--- config.mk ---
export PLATFORM = sky130hd
export DESIGN_NAME = knight_ctrl
export DESIGN_NICKNAME = d
export VERILOG_FILES = /design/src/rtl/knight_pkg.sv /design/src/rtl/knight_presc.sv /design/src/rtl/knight_ctrl.sv
export SDC_FILE = /design/constraint.sdc
export NUM_CORES = 1
export LEC_CHECK = 0
export ABC_CLOCK_PERIOD_IN_PS = 4350
export CAP_MARGIN = 20
export CORE_MARGIN = 2
export CORE_UTILIZATION = 50
export DETAILED_ROUTE_END_ITERATION = 10
export PLACE_DENSITY_LB_ADDON = 0.1
export SLEW_MARGIN = 20
export SYNTH_ARGS = -nofsm -noshare
export SYNTH_HDL_FRONTEND = slang
export SYNTH_SLANG_ARGS = --single-unit
--- constraint.sdc ---
create_clock -name ck -period 4.35 [get_ports ck]
set_input_delay 0.87 -clock ck [delete_from_list [all_inputs] [get_ports ck]]
set_output_delay 0.87 -clock ck [all_outputs]
set_load 0.005 [all_outputs]
--- src/rtl/knight_pkg.sv ---
// Shared types and constants for the knight-rider scanner sequencer.
package knight_pkg;

    // Sequencer states
    typedef enum logic [1:0] {
        StIdle,
        StInj,
        StRun,
        StDwell
    } knight_state_e;

    // Pattern encodings on the mode input
    localparam logic [1:0] KM_BOUNCE = 2'b00;
    localparam logic [1:0] KM_UP     = 2'b01;
    localparam logic [1:0] KM_DOWN   = 2'b10;

    // Default chain length
    localparam int unsigned KNIGHT_N = 6;

    // The unused encoding 11 behaves as bounce
    function automatic logic [1:0] norm_mode(input logic [1:0] m);
        return (m == KM_UP || m == KM_DOWN) ? m : KM_BOUNCE;
    endfunction

endpackage

--- src/rtl/knight_presc.sv ---
// Step-rate prescaler: counts 0..div and flags the last count as a tick.
// The period is reloaded only at a wrap, so a div change never truncates
// or stretches the step already in progress.
module knight_presc #(
    parameter int unsigned PW = 8
) (
    input  logic          ck,
    input  logic          res,
    input  logic          run,
    input  logic [PW-1:0] div,
    output logic          tick
);

    logic [PW-1:0] cnt_q;
    logic [PW-1:0] div_q;

    assign tick = run && (cnt_q == div_q);

    // Counter and period latch; held at zero / tracking div while stopped
    always_ff @(posedge ck) begin
        if (res) begin
            cnt_q <= '0;
            div_q <= '0;
        end else if (!run || tick) begin
            cnt_q <= '0;
            div_q <= div;
        end else begin
            cnt_q <= cnt_q + PW'(1);
        end
    end

endmodule

--- src/rtl/knight_ctrl.sv ---
// Knight-rider chain sequencer: drives stp/up/iup/ilow so a single lit
// stage sweeps the chain in bounce, up-only or down-only pattern.
// All outputs are registered; their next values are built combinationally.
module knight_ctrl
    import knight_pkg::*;
#(
    parameter int unsigned N     = KNIGHT_N,
    parameter int unsigned PW    = 8,
    parameter int unsigned DWELL = 2
) (
    input  logic                 ck,
    input  logic                 res,
    input  logic                 en,
    input  logic [PW-1:0]        div,
    input  logic [1:0]           mode,
    output logic                 stp,
    output logic                 up,
    output logic                 iup,
    output logic                 ilow,
    output logic                 clr,
    output logic [$clog2(N)-1:0] pos,
    output logic                 busy
);

    localparam int unsigned PosW = $clog2(N);
    localparam int unsigned DW   = (DWELL > 0) ? $clog2(DWELL + 1) : 1;
    localparam logic [PosW-1:0] PLast = PosW'(N - 1);
    localparam logic [DW-1:0]   DLast = DW'((DWELL > 0) ? DWELL - 1 : 0);

    knight_state_e   state_q, state_d;
    logic [1:0]      mode_q, mode_d;
    logic [DW-1:0]   dcnt_q, dcnt_d;
    logic            stp_q, stp_d;
    logic            up_q, up_d;
    logic            iup_q, iup_d;
    logic            ilow_q, ilow_d;
    logic            clr_q, clr_d;
    logic [PosW-1:0] pos_q, pos_d;
    logic            busy_q, busy_d;

    logic            tick;
    logic            turn_now;
    logic            dir;
    logic [PosW-1:0] bounce_pos;
    logic            land_end;

    knight_presc #(
        .PW (PW)
    ) u_presc (
        .ck   (ck),
        .res  (res),
        .run  (state_q != StIdle),
        .div  (div),
        .tick (tick)
    );

    // Bounce stepping: reverse in place when already at an end (only
    // reachable with no dwell), and flag a step that lands on an end.
    always_comb begin
        turn_now   = up_q ? (pos_q == PLast) : (pos_q == '0);
        dir        = turn_now ? !up_q : up_q;
        bounce_pos = dir ? pos_q + PosW'(1) : pos_q - PosW'(1);
        land_end   = dir ? (bounce_pos == PLast) : (bounce_pos == '0);
    end

    // State register and registered outputs
    always_ff @(posedge ck) begin
        if (res) begin
            state_q <= StIdle;
            mode_q  <= KM_BOUNCE;
            dcnt_q  <= '0;
            stp_q   <= 1'b0;
            up_q    <= 1'b1;
            iup_q   <= 1'b0;
            ilow_q  <= 1'b0;
            clr_q   <= 1'b0;
            pos_q   <= '0;
            busy_q  <= 1'b0;
        end else begin
            state_q <= state_d;
            mode_q  <= mode_d;
            dcnt_q  <= dcnt_d;
            stp_q   <= stp_d;
            up_q    <= up_d;
            iup_q   <= iup_d;
            ilow_q  <= ilow_d;
            clr_q   <= clr_d;
            pos_q   <= pos_d;
            busy_q  <= busy_d;
        end
    end

    // Next-state logic; a dropped run request beats a coincident tick
    always_comb begin
        state_d = state_q;
        unique case (state_q)
            StIdle: begin
                if (en) state_d = StInj;
            end
            StInj: begin
                if (!en)       state_d = StIdle;
                else if (tick) state_d = StRun;
            end
            StRun: begin
                if (!en) begin
                    state_d = StIdle;
                end else if (tick && mode_q == KM_BOUNCE && land_end && DWELL > 0) begin
                    state_d = StDwell;
                end
            end
            StDwell: begin
                if (!en)                            state_d = StIdle;
                else if (tick && dcnt_q == DLast)   state_d = StRun;
            end
            default: state_d = StIdle;
        endcase
    end

    // Output next values: step strobes, direction, injection and position
    always_comb begin
        mode_d = mode_q;
        dcnt_d = dcnt_q;
        stp_d  = 1'b0;
        up_d   = up_q;
        iup_d  = 1'b0;
        ilow_d = 1'b0;
        clr_d  = 1'b0;
        pos_d  = pos_q;
        busy_d = (state_d != StIdle);
        unique case (state_q)
            StIdle: begin
                if (en) begin
                    mode_d = norm_mode(mode);
                    up_d   = (norm_mode(mode) != KM_DOWN);
                    dcnt_d = '0;
                end
            end
            StInj: begin
                if (!en) begin
                    clr_d = 1'b1;
                end else if (tick) begin
                    stp_d = 1'b1;
                    if (mode_q == KM_DOWN) begin
                        up_d   = 1'b0;
                        ilow_d = 1'b1;
                        pos_d  = PLast;
                    end else begin
                        up_d  = 1'b1;
                        iup_d = 1'b1;
                        pos_d = '0;
                    end
                end
            end
            StRun: begin
                if (!en) begin
                    clr_d = 1'b1;
                end else if (tick) begin
                    stp_d = 1'b1;
                    case (mode_q)
                        KM_UP: begin
                            up_d = 1'b1;
                            if (pos_q == PLast) begin
                                iup_d = 1'b1;
                                pos_d = '0;
                            end else begin
                                pos_d = pos_q + PosW'(1);
                            end
                        end
                        KM_DOWN: begin
                            up_d = 1'b0;
                            if (pos_q == '0) begin
                                ilow_d = 1'b1;
                                pos_d  = PLast;
                            end else begin
                                pos_d = pos_q - PosW'(1);
                            end
                        end
                        default: begin
                            up_d  = dir;
                            pos_d = bounce_pos;
                        end
                    endcase
                end
            end
            StDwell: begin
                if (!en) begin
                    clr_d = 1'b1;
                end else if (tick) begin
                    if (dcnt_q == DLast) begin
                        dcnt_d = '0;
                        up_d   = !up_q;
                    end else begin
                        dcnt_d = dcnt_q + DW'(1);
                    end
                end
            end
            default: begin
                clr_d = 1'b0;
            end
        endcase
    end

    assign stp  = stp_q;
    assign up   = up_q;
    assign iup  = iup_q;
    assign ilow = ilow_q;
    assign clr  = clr_q;
    assign pos  = pos_q;
    assign busy = busy_q;

endmodule
### Yosys cells after proc, flatten, opt, wreduce, memory -nomap -nowiden

Index checks and enable logic that the tools add are counted.

* output and inout bits: 9
* memories: 0
* bits of input ports: 13
* bits in registers: 31
* memory bits (writable): 0
* memory bits (read-only): 0
* bits in latches: 0

* muxes and demuxes: 55
* add/subtract/negate cells: 4
* reduce and logical (&&, ||, !) cells: 25
* magnitude comparators: 0
* equal/unequal tests: 20
* div/mod/pow operators: 0
* multiply operators: 0
* bitwise operators: 3
* shift-type cells: 0

Operators by type and width (number)
* 2-to-1 mux 1 bit: 27
* 2-to-1 mux 2 bit: 12
* 2-to-1 mux 3 bit: 8
* != test 2 bit, second input constant: 9
* one-hot mux 3 bit (2 select lines): 2
* adder 8 x 1 -> 8 bit, second input constant: 1
* == test 2 x 1 -> 1 bit, second input constant: 4
* == test 2 bit, second input constant: 4
* == test 8 bit: 1
* one-hot mux 2 bit (4 select lines): 1
* AND reduction 8 bit: 1
* nonzero test 2 bit: 4
* == test 3 bit, second input constant: 2
* zero test 3 bit: 2
* one-hot mux 1 bit (2 select lines): 3
* OR reduction 2 bit: 3
* OR reduction 3 bit: 2
* AND reduction 5 bit: 1
* logical AND 1 bit: 4
* zero test 2 bit: 2
* one-hot mux 1 bit (4 select lines): 1
* one-hot mux 2 bit (2 select lines): 1
* AND reduction 4 bit: 1
* adder 3 x 1 -> 3 bit, second input constant: 1
* 6 further kinds: 10

### Logic depth before layout (Yosys ltp)

* depth in word-level cells: 11
* mapped depth: 9
* gate-level depth less buffers: 8

### Modules after synthesis

A second synthesis with hierarchy kept.

* cell total of the unflattened synthesis: 230
* area, all modules: 1956.9 µm²

Modules (own cells, without submodules)
* knight_ctrl: cells an instance 150, times used 1, area an instance 1198.6 µm²
* knight_presc: cells an instance 80, times used 1, area an instance 758.2 µm²

### Worst setup path before layout

No wires, ideal clock.

* path type: input -> register
* start point: input port res
* end point: register busy_q (netlist: busy)
* buffers on the path: 1
* path slack: 2164 ps
* stages on the path: 5
* data required time: 4228 ps
* arrival time: 2064 ps
* path through: clkbuf_1 > nor2_1 > and4_1 > a221o_1 > a311o_1

RTL lines
* start: declaration: line knight_ctrl.sv:12 `input logic res,`
* end signal: assignment: line knight_ctrl.sv:89 `busy_q <= busy_d;`
* end: declaration: line knight_ctrl.sv:39 `logic busy_q, busy_d;`

==> impl_results.md <==
- Post-Syn Area per Cell: approximately 8.4 um2
- Die area: about 4000 um2
- Num Clock Sinks: 31
- Synthesized cell area: roughly 1800 um2
- Post-Place Cells: between 200 and 300
- First-pass GRT wire length: 6.38 mm
- Port Buf Inserts: 21
- Syn_nets: roughly 240
- CTS tree: done
- Post-synth top area share: about a third
- Placeable Area: ~3400 um2
- CP peak stage delay: 900 ps
- Area contributors post-synth: dfxtp_1, ha_1, nor2_1
- DRC viols: 0
- Critical path type: in2reg
- Syn Inst Count: 210
- Crit path capture type: flip-flop
- Slew headroom: approximately 55%
- Max capacitance violation total: 0
- Worst EP required: between 4000 and 5000 ps
- Post-route ant nets: 0
- Hpwl dp: ~2.7 mm
- Synth unique cells: 45
- Hold buffer count at cts: 0
- CP top delay family: buffers and inverters
- Crit path launch type: primary input
- Hold Path Depth: 2
- Via count: approximately 1600
- Final Hold Viols: 0
- Register area: 621 um2
- Total gr overflow: 0
- Count of final setup violators: 0
- Min-Delay Startpoint: dcnt_q[1]
- Resized Gates After CTS: 0
- Warnings, synthesis: 0
- R2R cell count: 7
- Cells along the critical path: clkdlybuf4s50_1 -> nor2_1 -> and4_1 -> a221o_1 -> a311o_1
- Drt pass-1 iters: 4
- Clock slew at reported path FFs: about 100 ps
- Global Route Usage Sum: 19.9%
- Leak Pwr: a little under 0.8 nW
- Vias per cell: approximately 5.6
- Finished Layout Cells: 277
- Worst Hold Class: reg2reg
- Nets: ~260
- Routed wire length: approximately 3.8 mm
- Dpl cell area: about 2000 um2
- Highest routed layer: met4
- Number of global-route vias before repair: about 1400
- Setup TNS: 0 ps
- Crit Path Max Fanout: 18
- Design Area, Final: ~2100 um2
- Final Max Slew Viols: 0
- Worst Max-Slew Pin Slew: 675 ps
- Ys async rst share: 0%
- Clock share of power: between 30% and 40%
- EDFF count, synth: 0
- R2r startpoint: pos[0]
- Post-layout total power: 0.644 mW
- Most frequent cells in the layout: dfxtp_1, nor2_1, clkdlybuf4s50_1
- DRT iter0 DRCs: 113
- Clock root cell: clkbuf_4
- Hold endpoint: dcnt_q[1]
- Period utilization: 63.0%
- Filler cells: approximately 350
- Postcts setup bufs: 0
- Fin crit period: between 2000 and 3000 ps
- Routed wl met2: around 1.7 mm
- Initial antenna violation count: 0
- Routed WL per cell: between 10 and 15 um
- Area of the multi-input gates: ~1000 um2
- Largest net degree at the start of global routing: 19
- Initial Utilization: 52.5%
- Worst vdd ir: 0.180 mV
- Combinational fraction of design power: between 10% and 20%
- Ys flop type: dfxtp_1
- Slowest CP cell: clkdlybuf4s50_1
- CP Buf/Inv Count: 1
- Htree depth: 2
- Peak Freq: approximately 370 MHz
- Yosys reg bits: 31
- Clk_lat worst skew: approximately 330 ps
- CTS max path bufs: 2
- Total CTS buffers: 5
- GPL Wtd Cong: between 0.9 and 1
- Power Density: just over 300 nW/um2
- Die Wd: around 63 um
- Outcome: finished, final reports clean
- Yosys top cell by area: dfxtp_1
- Commonest non-fill, non-tap cell in the layout: dfxtp_1
- Top-Level Pins: 22
- Share of total power in sequential cells: between 40% and 50%
- Net Switching: approximately 0.17 mW
- Worst Skew: around 4.8 ps
- Switch share: about a quarter
- ANT cells: 0
- Area growth syn-to-layout: 18.3%
- Layout cell share with drive strength beyond 1: 6.93%
- WL met3: around 170 um
- Flop-to-flop setup slack: 2030 ps
- WP data arrival: between 2000 and 3000 ps
- Die height: about 63 um
- Internal: 0.477 mW
- Seq/Total Area, Yosys: 35.2%
- Rows: 21
- RSZ-0062 raised after global routing: false
- Reg2reg end: busy
- DRT met1 WL: 1.87 mm
-- flip-flops by register name, indices dropped and copies added, names as in the netlist, 2 cells and up --
register	flops
u_presc.cnt_q	8
mode_q	2
u_presc.div_q	8
state_q	2
pos	3
dcnt_q	2
-- area by class of cell --
cell class / instances / share of cell area (%)
Multi-Input combinational cell: 153 / 50.1
Sequential cell: 31 / 29.7
Timing Repair Buffer: 21 / 10.1
Inverter: 18 / 3.24
Tap cell: 46 / 2.76
Clock buffer: 6 / 2.46
Clock inverter: 2 / 1.68
-- Yosys cell counts (2+ instances only) --
cell / count
a211oi_1: 2
a21oi_1: 11
a221o_1: 2
a31oi_1: 4
and3_1: 4
clkbuf_1: 7
dfxtp_1: 31
ha_1: 12
inv_1: 18
mux2i_1: 10
nand2_1: 13
nand3_1: 7
nand4_1: 3
nand4_2: 2
nor2_1: 28
nor3_1: 3
o21ai_0: 8
o21ai_1: 2
o22ai_1: 3
xnor2_1: 12
xor2_1: 4
-- metal layers --
metal	vias up	global-route usage (%)
li1	778	-
met1	730	26.9
met2	41	30.3
met3	9	4.46
met4	0	8.97
met5	-	0
-- how the worst max path moves through the flow --
stage,slack [ps],cells past startpoint,start,to
2_1_floorplan,2160,5,res,busy
3_5_place_dp,1290,5,res,busy
3_3_place_gp,1380,5,res,busy
5_1_grt,1530,5,res,busy
4_1_cts,1630,5,res,busy
6_report,1610,5,res,busy
-- metrics by stage --
stage                     util (%)  setup WS (ps)  hold WS (ps)
after floorplan                  -           2160           426
after global placement        59.5           1380           442
after detailed placement      59.5           1290           451
after global routing          62.1           1530           486
after CTS                     62.1           1630           468
final                         62.1           1610           467
-- worst reg2reg max path, stage by stage, from the launching register on --
cell	delay, ps
dfxtp_1	370
inv_1	140
ha_1	280
nor2_1	60
o22ai_1	400
mux2i_1	250
a221o_1	380
a311o_1	320
-- power groups by stage --
stage | Combinational, mW | Clock (mW) | Sequential, mW
after floorplan | 0.0722 | 0 | 0.309
after global placement | 0.102 | 0 | 0.311
after detailed placement | 0.103 | 0 | 0.311
after CTS | 0.104 | 0.241 | 0.305
after global routing | 0.116 | 0.254 | 0.306
final | 0.105 | 0.234 | 0.305
-- cells by family after synthesis --
family / after synthesis / synth area share [%]
buffers and inverters: 26 / 5.60
xor gates and xnor gates: 16 / 7.94
DFF: 31 / 35.2
muxes: 11 / 6.31
and+or+nand+nor: 69 / 19.2
adders and majority gates: 12 / 8.50
AOI/OAI and AO/OA: 45 / 17.3
No activity file was read; power rests on OpenSTA's default activity.
